**src/rtl/vga_rx_timing_recovery.sv**
```systemverilog
// vga_rx_timing_recovery: rebuilds raster position from the sync edges alone,
// verifies that the stream keeps exact frame timing and re-presents each pixel.
//
// Ports:
//   clk, rst_n           pixel clock, asynchronous active-low reset
//   hsync_in, vsync_in   raw syncs, polarity selected by SYNC_ACTIVE_LOW
//   rgb_in[5:0]          {R[1:0],G[1:0],B[1:0]}
//   locked               timing verified over LOCK_FRAMES clean frames
//   hpos, vpos, pix      recovered column/row and pixel, 3 cycles after pins
//   de                   pix is an active-area pixel and locked is set
//   frame_start          one-cycle pulse at pixel (0,0) of each locked frame
//   err_count            saturating count of lock losses
//   line_len             clocks between the last two hsync assertion edges
//
// Optional macro VGA_RX_CRC_EN adds frame_crc[15:0] and crc_valid: a
// CRC-16-CCITT over the pixels of each complete locked frame.

module vga_rx_timing_recovery #(
    parameter int unsigned H_ACTIVE        = 640,
    parameter int unsigned H_TOTAL         = 800,
    parameter int unsigned HSYNC_START     = 656,
    parameter int unsigned V_ACTIVE        = 480,
    parameter int unsigned V_TOTAL         = 525,
    parameter int unsigned VSYNC_START     = 490,
    parameter bit          SYNC_ACTIVE_LOW = 1'b1,
    parameter int unsigned LOCK_FRAMES     = 2
) (
    input  logic        clk,
    input  logic        rst_n,
    input  logic        hsync_in,
    input  logic        vsync_in,
    input  logic [5:0]  rgb_in,
    output logic        locked,
    output logic [9:0]  hpos,
    output logic [9:0]  vpos,
    output logic        de,
    output logic [5:0]  pix,
    output logic        frame_start,
    output logic [7:0]  err_count,
    output logic [10:0] line_len
`ifdef VGA_RX_CRC_EN
    ,
    output logic [15:0] frame_crc,
    output logic        crc_valid
`endif
);

    localparam logic [9:0] HA_L   = 10'(H_ACTIVE);
    localparam logic [9:0] HMAX_L = 10'(H_TOTAL - 1);
    localparam logic [9:0] HS_L   = 10'(HSYNC_START);
    localparam logic [9:0] VA_L   = 10'(V_ACTIVE);
    localparam logic [9:0] VMAX_L = 10'(V_TOTAL - 1);
    localparam logic [9:0] VS_L   = 10'(VSYNC_START);
    localparam logic [7:0] LF_L   = 8'(LOCK_FRAMES);

    localparam int unsigned TMO_LINES = 2 * V_TOTAL;
    localparam int          LW        = $clog2(TMO_LINES + 1);
    localparam logic [LW-1:0] TMO_L   = LW'(TMO_LINES - 1);

    localparam logic [1:0] ST_HUNT   = 2'd0;
    localparam logic [1:0] ST_CHECK  = 2'd1;
    localparam logic [1:0] ST_LOCKED = 2'd2;

    // Sync shift registers hold the normalised (1 = asserted) level:
    // [0] first flop, [1] synchronised sample, [2] previous sample.
    logic [2:0]    hs_q;
    logic [2:0]    vs_q;
    logic [5:0]    rgb1_q;
    logic [5:0]    rgb2_q;

    logic          h_edge;
    logic          v_edge;

    logic [9:0]    hcnt_q;
    logic [9:0]    hcnt_d;
    logic [9:0]    vcnt_q;
    logic [9:0]    vcnt_d;
    logic [9:0]    cur_h;
    logic [9:0]    cur_v;
    logic          h_wrap;

    logic [LW-1:0] lines_q;
    logic [LW-1:0] lines_d;
    logic          h_bad;
    logic          v_bad;
    logic          v_good;
    logic          tmo;

    logic [1:0]    state_q;
    logic [1:0]    state_d;
    logic [7:0]    good_q;
    logic [7:0]    good_d;
    logic          err_inc;
    logic          locked_d;

    logic          locked_q;
    logic [9:0]    hpos_q;
    logic [9:0]    vpos_q;
    logic          de_q;
    logic [5:0]    pix_q;
    logic          fs_q;
    logic [7:0]    err_q;
    logic [10:0]   line_len_q;
    logic [10:0]   hdist_q;

    always_ff @(posedge clk or negedge rst_n) begin
        if (!rst_n) begin
            hs_q   <= '0;
            vs_q   <= '0;
            rgb1_q <= '0;
            rgb2_q <= '0;
        end else begin
            hs_q   <= {hs_q[1:0], hsync_in ^ SYNC_ACTIVE_LOW};
            vs_q   <= {vs_q[1:0], vsync_in ^ SYNC_ACTIVE_LOW};
            rgb1_q <= rgb_in;
            rgb2_q <= rgb1_q;
        end
    end

    assign h_edge = hs_q[1] & ~hs_q[2];
    assign v_edge = vs_q[1] & ~vs_q[2];

    // cur_h/cur_v: position of the synchronised sample after any reload.
    always_comb begin
        cur_h  = h_edge ? HS_L : hcnt_q;
        cur_v  = v_edge ? VS_L : vcnt_q;
        h_wrap = (cur_h == HMAX_L);
        hcnt_d = h_wrap ? 10'd0 : cur_h + 10'd1;
        vcnt_d = cur_v;
        if (h_wrap) begin
            vcnt_d = (cur_v == VMAX_L) ? 10'd0 : cur_v + 10'd1;
        end
    end

    // Checks compare against the free-running counts before any reload.
    assign h_bad  = h_edge && (hcnt_q != HS_L);
    assign v_bad  = v_edge && (vcnt_q != VS_L);
    assign v_good = v_edge && (vcnt_q == VS_L);
    assign tmo    = h_wrap && !v_edge && (lines_q == TMO_L);

    always_comb begin
        lines_d = lines_q;
        if (state_q == ST_HUNT || v_edge) begin
            lines_d = '0;
        end else if (h_wrap) begin
            lines_d = lines_q + 1'b1;
        end
    end

    always_comb begin
        state_d = state_q;
        good_d  = good_q;
        err_inc = 1'b0;
        unique case (1'b1)
            (state_q == ST_HUNT): begin
                if (v_edge) begin
                    good_d  = 8'd0;
                    state_d = ST_CHECK;
                end
            end
            (state_q == ST_CHECK): begin
                if (h_bad || v_bad || tmo) begin
                    state_d = ST_HUNT;
                end else if (v_good) begin
                    good_d = good_q + 8'd1;
                    if (good_q + 8'd1 >= LF_L) begin
                        state_d = ST_LOCKED;
                    end
                end
            end
            (state_q == ST_LOCKED): begin
                if (h_bad || v_bad || tmo) begin
                    state_d = ST_HUNT;
                    err_inc = 1'b1;
                end
            end
            default: state_d = ST_HUNT;
        endcase
    end

    assign locked_d = (state_d == ST_LOCKED);

    always_ff @(posedge clk or negedge rst_n) begin
        if (!rst_n) begin
            hcnt_q  <= '0;
            vcnt_q  <= '0;
            lines_q <= '0;
            state_q <= ST_HUNT;
            good_q  <= '0;
        end else begin
            hcnt_q  <= hcnt_d;
            vcnt_q  <= vcnt_d;
            lines_q <= lines_d;
            state_q <= state_d;
            good_q  <= good_d;
        end
    end

    always_ff @(posedge clk or negedge rst_n) begin
        if (!rst_n) begin
            locked_q   <= 1'b0;
            hpos_q     <= '0;
            vpos_q     <= '0;
            de_q       <= 1'b0;
            pix_q      <= '0;
            fs_q       <= 1'b0;
            err_q      <= '0;
            line_len_q <= '0;
            hdist_q    <= '0;
        end else begin
            locked_q <= locked_d;
            hpos_q   <= cur_h;
            vpos_q   <= cur_v;
            pix_q    <= rgb2_q;
            de_q     <= locked_d && (cur_h < HA_L) && (cur_v < VA_L);
            fs_q     <= locked_d && (cur_h == 10'd0) && (cur_v == 10'd0);
            if (err_inc && err_q != 8'hFF) begin
                err_q <= err_q + 8'd1;
            end
            // hdist_q counts clocks since the last edge sample.
            if (h_edge) begin
                line_len_q <= hdist_q;
                hdist_q    <= 11'd1;
            end else if (hdist_q != 11'h7FF) begin
                hdist_q <= hdist_q + 11'd1;
            end
        end
    end

    assign locked      = locked_q;
    assign hpos        = hpos_q;
    assign vpos        = vpos_q;
    assign de          = de_q;
    assign pix         = pix_q;
    assign frame_start = fs_q;
    assign err_count   = err_q;
    assign line_len    = line_len_q;

`ifdef VGA_RX_CRC_EN
    // Six message bits per clock, pix[5] first.
    function automatic logic [15:0] crc_step6(input logic [15:0] c,
                                              input logic [5:0]  d);
        logic [15:0] r;
        logic        fb;
        r = c;
        for (int i = 5; i >= 0; i--) begin
            fb = r[15] ^ d[i];
            r  = {r[14:0], 1'b0};
            if (fb) begin
                r = r ^ 16'h1021;
            end
        end
        return r;
    endfunction

    logic [15:0] crc_q;
    logic [15:0] crc_seed;
    logic [15:0] crc_nx;
    logic        crc_last;
    logic [15:0] frame_crc_q;
    logic        crc_valid_q;

    // Restarting at (0,0) discards anything left from an aborted frame.
    assign crc_seed = (hpos_q == 10'd0 && vpos_q == 10'd0) ? 16'hFFFF : crc_q;
    assign crc_nx   = crc_step6(crc_seed, pix_q);
    assign crc_last = (hpos_q == HA_L - 10'd1) && (vpos_q == VA_L - 10'd1);

    always_ff @(posedge clk or negedge rst_n) begin
        if (!rst_n) begin
            crc_q       <= 16'hFFFF;
            frame_crc_q <= '0;
            crc_valid_q <= 1'b0;
        end else begin
            crc_valid_q <= 1'b0;
            if (de_q) begin
                crc_q <= crc_nx;
                if (crc_last) begin
                    frame_crc_q <= crc_nx;
                    crc_valid_q <= 1'b1;
                end
            end
        end
    end

    assign frame_crc = frame_crc_q;
    assign crc_valid = crc_valid_q;
`endif

endmodule

```
**config.mk**
```make
export PLATFORM = sky130hd
export DESIGN_NAME = vga_rx_timing_recovery
export DESIGN_NICKNAME = d
export VERILOG_FILES = /design/src/rtl/vga_rx_timing_recovery.sv
export SDC_FILE = /design/constraint.sdc
export NUM_CORES = 1
export LEC_CHECK = 0
export CAP_MARGIN = 20
export CORE_ASPECT_RATIO = 0.6
export CORE_MARGIN = 5
export CORE_UTILIZATION = 60
export DETAILED_ROUTE_END_ITERATION = 10
export GPL_TIMING_DRIVEN = 0
export PLACE_DENSITY = 0.84
export SLEW_MARGIN = 20
export SYNTH_ARGS = -nofsm -noshare
export SYNTH_HDL_FRONTEND = slang
export SYNTH_SLANG_ARGS = --single-unit
```
**constraint.sdc**
```tcl
create_clock -name clk -period 8.93 [get_ports clk]
set_clock_uncertainty 0.15 [all_clocks]
set_input_delay 1.3395 -clock clk [delete_from_list [all_inputs] [get_ports clk]]
set_output_delay 1.3395 -clock clk [all_outputs]
set_load 0.01 [all_outputs]
```
==> impl_metrics.csv <==
group,metric,value,unit
floorplan,start_util,0.625,
sta,max_slew.worst_pin.slew,1.09,ns
clock_network,cts_made_buffers,17,
hold_path,min_path_type,"reg2reg",
logic_synthesis,netlist_area,5000,sq um
layout,final_cell_mix,"dfrtp_1 (118), nand2_1 (59), clkdlybuf4s50_1 (56), nor2_1 (37), nand3_1 (24)",
place,dp_hpwl,7860,um
place,gp_congestion,0.909,
sta,setup_tns,0,ns
clock_network,cts_tree,"yes",
sta,setup_viol,0,
drt,dr.pass1.iters,7,
sta,slew_viol_final,0,
floorplan,die_height,80.7,um
layout,finalNonFillerCells,652,
layout,diodes,0,
clock_network,path_clk_slew,0.05,ns
floorplan,num_rows,25,
pwr,p_seq_frac,0.407,
critical_path,crit_arrival,3.97,ns
global_route,antenna_found_initial,0,
floorplan,die_area,10300,sq um
pwr,p_sw,0.000397,W
drt,final_antenna_net_count,0,
sta,slew_headroom,0.264,
clock_network,cts_resized,0,
logic_synthesis,ys_seq_area_frac,0.590,
pwr,p_clk_frac,0.458,
logic_synthesis,synth_fp_nets,475,
layout,fin_nets,552,
global_route,grt_overflow_total,0,
logic_synthesis,ys_async_sr_fraction,1.00,
critical_path,path_class,"reg2reg",
outcome,status,"finished clean",
critical_path,path_max_fanout,10,
logic_synthesis,synth-edff-count,0,
place,place_inst,621,
sta,rsz0062_at_grt,"false",
pwr,p_int,0.00115,W
logic_synthesis,synth-main-ff-cell,"dfrtp_1",
sta,hold_viol,0,
place,numPortBuffers,57,
clock_network,cts_max_level,4,
logic_synthesis,ys_seq_elements,118,
logic_synthesis,synth_cells,455,
sta,fin_crit,3.80,ns
drt,routed_wl,12300,um
clock_network,cts.sinks,118,
sta,min_period_over_period,0.426,
clock_network,holdBufCountCts,0,
layout,area_delta_synth_final,26.9,%
clock_network,clk_latency,0.41,ns
drt,wl_per_cell,18.9,um
pwr,pwr_density_cell,243,nW/um^2
floorplan,die_w,128,um
pwr,p_leak,2.73,nW
global_route,grt.total_usage,0.259,
drt,vias_per_cell,6.04,
clock_network,post_cts_buffers,0,
global_route,grt_pass1_vias,3957,
layout,seq_area,2950,sq um
drt,vias,3938,
layout,multi_input_area,1950,sq um
logic_synthesis,ys_types,50,
clock_network,cts_root_buffer,"clkbuf_16",
drt,drc,0,
critical_path,start_kind,"flop",
pwr,ir_drop,0.143,mV
pwr,p_comb_frac,0.135,
layout,drive_above_1_share,0.0938,
pwr,swShare,0.257,
logic_synthesis,syn_avg_cell_area,11.0,sq um
layout,layout_commonest_cell,"dfrtp_1",
floorplan,core_area,8010,sq um
global_route,grt_pass1_wl,20400,um
sta,fmax,263,MHz
critical_path,crit_required,9.10,ns
global_route,grt_max_degree,64,
run,cap_violations,0,
logic_synthesis,yosysWarnings,0,
layout,nFillCells,461,
clock_network,cts_buffer_depth,2,
drt,drtIter0Drc,506,
critical_path,crit_path_end_kind,"flop",
floorplan,pin_count,58,
[cell families (layout without fill, tap and decap cells)]
kind of cell	Yosys count	count (layout)	synth area share
mux	2	2	0.00425
flops	118	118	0.590
buf+inv	25	114	0.0203
simple gates	209	209	0.223
compound gates	60	60	0.0830
xor+xnor	31	31	0.0542
fa+ha+maj	10	10	0.0250
[cell type report]
type | count | area share
plain buffers | 11 | 0.00768
repair buffers | 58 | 0.0943
flip-flops and latches | 118 | 0.465
well taps | 108 | 0.0213
inverters | 14 | 0.00827
clock buffers | 22 | 0.0731
multi-input cells | 312 | 0.307
clock inverters | 9 | 0.0236
[synth_stat cells (all sizes together) (8+ instances only)]
cell type | number | share of area
o21ai | 25 | 0.025
and2 | 14 | 0.017
xor2 | 17 | 0.030
inv | 14 | 0.010
and4 | 8 | 0.014
nand2 | 60 | 0.046
dfrtp | 118 | 0.59
nand3 | 24 | 0.024
nand4 | 13 | 0.016
ha | 10 | 0.025
nand2b | 11 | 0.014
xnor2 | 14 | 0.025
a21oi | 10 | 0.011
nor2 | 38 | 0.029
[final timing paths]
check,from,to,slack (ns),cells after the start
max,hs_q[1],good_q[3],5.13,12
min,rgb1_q[5],rgb2_q[5],0.19,0
min in group asynchronous,rst_n,hdist_q[3],0.72,1
max in group asynchronous,rst_n,vcnt_q[8],7.22,2
max reg2reg,hs_q[1],good_q[3],5.13,12
min reg2reg,rgb1_q[5],rgb2_q[5],0.19,0
[through the flow]
| stage | area [sq um] | setup slack [ns] | power, W | utilization | hold WS, ns |
|---|---|---|---|---|---|
| 2_1_floorplan | 5000 | 5.95 | 0.000737 | - | 0.181 |
| 3_3_place_gp | 5710 | 2.03 | 0.000817 | 0.713 | 0.182 |
| 3_5_place_dp | 5740 | 5.26 | 0.000835 | 0.717 | 0.185 |
| 4_1_cts | 6350 | 5.23 | 0.00155 | 0.793 | 0.194 |
| 5_1_grt | 6350 | 4.89 | 0.00160 | 0.793 | 0.201 |
| 6_report | 6350 | 5.13 | 0.00154 | 0.793 | 0.192 |
[power groups by stage]
stage	registers, W	clock network [W]	logic, W
after floorplan	0.000630	0	0.000107
after global placement	0.000629	0	0.000188
after detailed placement	0.000633	0	0.000202
after CTS	0.000625	0.000714	0.000207
after global routing	0.000632	0.000740	0.000229
final	0.000628	0.000708	0.000209
[critical path: stages, from the launching register on]
cell and delay [ns]:
dfrtp_1 0.39, nand2b_1 0.10, buf_4 0.18, clkbuf_1 0.34, nand2_1 0.15, inv_1 0.10
ha_1 0.25, nand4_1 0.18, nor4_2 0.85, a221oi_1 0.19, o21ai_1 0.48, o21ai_0 0.24
o31ai_1 0.11
[flip-flops by register name (all words and copies together), names as in the netlist, 3 cells and up]
register   count
rgb1_q         6
err_count      8
line_len      11
hs_q           3
vcnt_q        10
pix            6
lines_q       11
hdist_q       11
good_q         8
vpos          10
hcnt_q        10
vs_q           3
hpos          10
rgb2_q         6
[routing by layer]
layer  part of all wire  vias to the layer above  global-route usage
li1                   -                     1732                   -
met1               0.42                     1905               0.346
met2               0.46                      253               0.398
met3               0.10                       48              0.0841
met4              0.025                        0               0.103
met5                  0                        -                   0
No activity file was read; power rests on OpenSTA's default activity.
==> variant 1: new RTL, config.mk and constraints unchanged <==
The parameter `V_TOTAL` goes from 525 to 262.
--- a/src/rtl/vga_rx_timing_recovery.sv
+++ b/src/rtl/vga_rx_timing_recovery.sv
@@ -20,7 +20,7 @@
     parameter int unsigned H_TOTAL         = 800,
     parameter int unsigned HSYNC_START     = 656,
     parameter int unsigned V_ACTIVE        = 480,
-    parameter int unsigned V_TOTAL         = 525,
+    parameter int unsigned V_TOTAL         = 262,
     parameter int unsigned VSYNC_START     = 490,
     parameter bit          SYNC_ACTIVE_LOW = 1'b1,
     parameter int unsigned LOCK_FRAMES     = 2
Formal check against the unedited RTL: same outputs for any inputs over 10 cycles, from zero or initial values and one cycle with rst_n low; that may be too few to reach the edited logic, so the function may still have changed.
==> variant 1 against the unedited design <==
- die area increased by 1.0%
- area after synthesis increased by 1.1%
- global-route usage decreased by 0.56 points
- largest cell class unchanged
- critical endpoint is now err_count[4]
- sequential cell count decreased by 1
- critical path type unchanged
- routed wire length decreased by 1.3%
- setup slack got worse by 0.012 ns
- power increased by 2.1%
- sequential share of layout area decreased by 0.82 points
- cell area increased by 0.93%
- combinational power increased by 16%
==> variant 1: results (changes against the unedited design) <==
Status
The run finished with clean final reports.

Routing
The initial detailed-routing violation count is 431 (-15%). The total routed wire length on the met1 layer is 5.46 mm (+6.8%). The total iterations of the first detailed-routing run was 5 (-2).

The average via count per standard cell was 6.03 (-0.15%). The amount of wire on met3 after detailed routing is 977 um (-22%).

Global route
The first-pass GRT wire length is 20.2 mm (-0.71%). The pin count of the biggest net entering global routing is 60 (-6.3%). The overall track demand over capacity in global routing is 25.3% (-0.56 points). The number of global-route vias before repair came to 4002 (+1.1%).

Synth
Ranked by instance count, the synthesized netlist is headed by dfrtp_1 (117), nand2_1 (74), nor2_1 (31). In the post-synthesis netlist, the biggest area contributors are dfrtp_1 (58%), nand2_1 (5.5%), xor2_1 (3.3%). The mux contribution to synthesized area was 1.06% (+0.64 points). The compound-gate portion of the synthesized area is 7.59% (-0.71 points). The sequential area share after synthesis is 57.8% (-1.2 points).

The count of different cell masters after synthesis is 59 (+18%).

Placed design
The placed instance area came to 0.00580 mm^2 (+0.98%). The final RePlAce weighted congestion is 0.976 (+7.3%). The post-placement setup slack is 5.27 ns (+0.00734 ns).

STA
The maximum clock rate is 262 MHz (-0.32%). The worst hold slack is 0.197 ns (+0.00506 ns). The relative max-transition margin is 51.2% (+25 points).

Setup path
The standard cell with the maximum stage delay on the critical path is clkbuf_1. The signal arrival time at the worst endpoint is 3.96 ns (about the same). The peak per-stage delay on the critical path is 0.48 ns (-0.37 ns).

The cell family contributing the most delay on the critical path is buffers and inverters. The worst-case register-to-register setup slack is 5.11 ns (about the same).

Power
The peak supply drop is 0.244 mV (+71%).

Cells and area
The fraction of final layout cells sized beyond drive strength 1 came to 8.82% (-0.56 points).
## variant 1: cell types whose count changed after synthesis, sizes merged, moves of 6 or more
cell,change
xnor2,-8
nor3,+18
clkbuf,+6
nor2,-7
a21oi,+6
nand2,+14
## variant 1: layout make-up
cell class	count	area share (%)
flip-flops and latches	117	45.7
multi-input cells	328	31.2
repair buffers	58	9.35
clock buffers	19	6.91
clock inverters	13	2.71
well taps	108	2.11
plain buffers	18	1.23
inverters	14	0.820
## variant 1: cell families (layout without fill, tap and decap cells)
family	after synthesis	in the layout
xor+xnor	25	25
simple gates	228	228
compound gates	60	60
flops	117	117
mux	5	5
fa+ha+maj	10	10
buf+inv	32	122
## variant 1: path summary, 6_finish.rpt
kind                           start  depth (start not counted)            to
min reg2reg                rgb1_q[0]                          0     rgb2_q[0]
min                        rgb1_q[0]                          0     rgb2_q[0]
min in group asynchronous      rst_n                          1     rgb1_q[1]
max in group asynchronous      rst_n                          2  err_count[0]
max reg2reg                  hs_q[1]                         12  err_count[4]
max                          hs_q[1]                         12  err_count[4]
## variant 1: metrics by stage
step | power (mW) | utilization (%) | std cells
5_1_grt | 1.64 | 79.8 | 675
2_1_floorplan | 0.765 | - | 477
4_1_cts | 1.58 | 79.8 | 675
3_3_place_gp | 0.856 | 71.7 | 642
3_5_place_dp | 0.871 | 72.1 | 643
6_report | 1.58 | 79.8 | 675
## variant 1: where the power goes
part | leakage, nW | internal [mW] | switching (mW)
sequential | 1.46 | 0.580 | 0.0510
clock | 0.290 | 0.449 | 0.256
combinational | 1.08 | 0.102 | 0.140
total | 2.83 | 1.13 | 0.447
## variant 1: per-layer routing
| layer | vias to the layer above | GRT usage, % |
|---|---|---|
| met4 | 0 | 11.3 |
| met1 | 2032 | 34.8 |
| li1 | 1819 | - |
| met2 | 186 | 38.1 |
| met3 | 34 | 6.96 |
| met5 | - | 0 |
==> variant 2: new RTL, same flow settings <==
Without the edit above. Register the inputs `hsync_in`, `vsync_in` and `rgb_in` before use. The logic sees them one clock later.
--- a/src/rtl/vga_rx_timing_recovery.sv
+++ b/src/rtl/vga_rx_timing_recovery.sv
@@ -61,6 +61,16 @@
     localparam logic [1:0] ST_CHECK  = 2'd1;
     localparam logic [1:0] ST_LOCKED = 2'd2;
 
+    logic hsync_q;
+    logic vsync_q;
+    logic [5:0] rgb_q;
+
+    always_ff @(posedge clk) begin
+        hsync_q <= hsync_in;
+        vsync_q <= vsync_in;
+        rgb_q   <= rgb_in;
+    end
+
     // Sync shift registers hold the normalised (1 = asserted) level:
     // [0] first flop, [1] synchronised sample, [2] previous sample.
     logic [2:0]    hs_q;
@@ -110,9 +120,9 @@
             rgb1_q <= '0;
             rgb2_q <= '0;
         end else begin
-            hs_q   <= {hs_q[1:0], hsync_in ^ SYNC_ACTIVE_LOW};
-            vs_q   <= {vs_q[1:0], vsync_in ^ SYNC_ACTIVE_LOW};
-            rgb1_q <= rgb_in;
+            hs_q   <= {hs_q[1:0], hsync_q ^ SYNC_ACTIVE_LOW};
+            vs_q   <= {vs_q[1:0], vsync_q ^ SYNC_ACTIVE_LOW};
+            rgb1_q <= rgb_q;
             rgb2_q <= rgb1_q;
         end
     end
Check against the original RTL: not equivalent (a bounded check fails within 4 cycles, from zero or initial values and one cycle with rst_n low).
==> variant 2 against the unedited design <==
- global-route usage decreased by 2.3 points
- area after synthesis increased by 5.3%
- critical path depth grew 1
- power is 1.4% higher
- routed wire length is 8.0% lower
- setup slack gained 0.082 ns
- sequential cell count rose by 8
- cell area rose by 3.7%
- largest power group is now sequential cells
- highest routed layer unchanged
==> variant 2: results (changes against the unedited design) <==
Status
The flow ran to the end, and the final reports show no timing, DRC or antenna violations.

Global route
The overall track demand over capacity in global routing came to 23.6% (-2.3 points). The first-pass GRT wire length is 19.3 mm (-5.4%). The number of global-route vias before repair was 3940 (-0.43%). The met3 layer usage reported by global route is 6.81% (-1.6 points). The met2 demand-to-capacity share in global routing was 35.3% (-4.5 points).

The pin count of the biggest net entering global routing came to 68 (+6.3%). The met1 capacity usage during global routing came to 32.4% (-2.3 points).

Clock tree
The clock edge transition at the registers on the reported setup and hold paths is 0.06 ns. The number of buffers inserted by post-CTS setup repair is 0 (unchanged).

Power
The peak supply drop is 0.154 mV (+7.6%).

Synth
The sequential area share after synthesis is 59.1% (about the same). By count the netlist is led by dfrtp_1 (118), nand2_1 (70), nor2_1 (43). The mean instance size in the synthesized netlist was 10.8 um^2 (-1.6%). The net count of the mapped netlist is 507 (+6.7%). The count of different cell masters after synthesis is 58 (+16%). The async set-reset flop share out of synthesis came to 93.7% (-6.3 points). By area the synthesized netlist is led by dfrtp_1 (56%), nand2_1 (5.0%), xor2_1 (3.8%).

Routing
The total iterations of the first detailed-routing run is 5 (-2). The average detailed-routed wire length per instance is 16.4 um (-13%). The initial detailed-routing violation count is 324 (-36%). The average via count per standard cell is 5.72 (-5.4%). The wire length reported by the detailed router is 11.3 mm (-8.0%).

Placed design
The final HPWL from detailed placement is 7.67 mm (-2.4%). The final RePlAce weighted congestion is 0.869 (-4.4%).

Cells and area
The fraction of final layout cells sized beyond drive strength 1 is 8.84% (-0.54 points). The number of nets in the final layout is 584 (+5.8%).

STA
The slew at the pin with the worst max-slew slack is 0.795 ns (-0.300 ns).
-- variant 2: cell count changes after synthesis, sizes merged, moves of 6 or more --
cell,unedited run,this run
dfxtp,0,8
xor2,17,23
and4,8,2
nor3,6,12
nor2,38,44
nand2,60,70
o21ai,25,14
-- variant 2: worst max-delay path, cell delays in order (launching register included) --
cell and delay, ns:
dfrtp_1 0.40, nand2b_1 0.11, buf_2 0.23, clkbuf_1 0.43, nand2_1 0.18, inv_1 0.12, ha_1 0.19, and3_1 0.24
nand3_1 0.28, nor4_4 0.59, or2_1 0.22, buf_6 0.15, nor2_1 0.05, o31a_1 0.26
-- variant 2: worst paths after layout --
path | to | startpoint | cells after the start | slack, ns
min in group asynchronous | rgb1_q[5] | rst_n | 1 | 0.71
hold / removal | rgb1_q[2] | rgb_q[2] | 0 | 0.18
setup reg to reg | state_q[0] | hs_q[1] | 13 | 5.21
max in group asynchronous | hpos[5] | rst_n | 2 | 7.24
hold reg to reg | rgb1_q[2] | rgb_q[2] | 0 | 0.18
setup / recovery | state_q[0] | hs_q[1] | 13 | 5.21
-- variant 2: logic make-up (layout without fill, tap and decap cells) --
family	count (synthesis)	count (layout)	share of synthesized area (%)
buf+inv	34	124	2.63
simple gates	229	229	22.6
flops	126	126	59.1
xor+xnor	34	34	5.65
mux	3	3	0.593
compound gates	51	51	7.12
fa+ha+maj	10	10	2.37
-- variant 2: power groups by stage --
stage	registers, mW	clock network [mW]	logic [mW]
2_1_floorplan	0.677	0	0.136
3_3_place_gp	0.674	0	0.228
4_1_cts	0.669	0.667	0.242
5_1_grt	0.678	0.695	0.266
3_5_place_dp	0.677	0	0.238
6_report	0.670	0.656	0.241
-- variant 2: per-stage QoR --
step	cell area [um^2]	setup slack [ns]	total power [mW]	util, %	hold WS [ns]
detailed placement	6010	5.29	0.915	70.5	0.173
global placement	5980	2.00	0.902	70.2	0.170
global route	6590	4.97	1.64	77.3	0.183
CTS	6590	5.25	1.58	77.3	0.180
finish	6590	5.21	1.57	77.3	0.179
floorplan	5270	5.98	0.813	-	0.166
-- variant 2: cell type report --
class	instances	area, um^2
tap	112	140
sequential	126	3110
clock inverter	14	138
multi-input combinational	327	2020
fill	538	1940
timing repair buffer	58	599
buffer	17	75.1
inverter	17	63.8
clock buffer	18	439
-- variant 2: metal layers --
layer  vias up  share of wire [%]
li1       1831                  -
met1      1894                 45
met2       185                 45
met3        28                8.0
met4         0                2.3
met5         -                  0
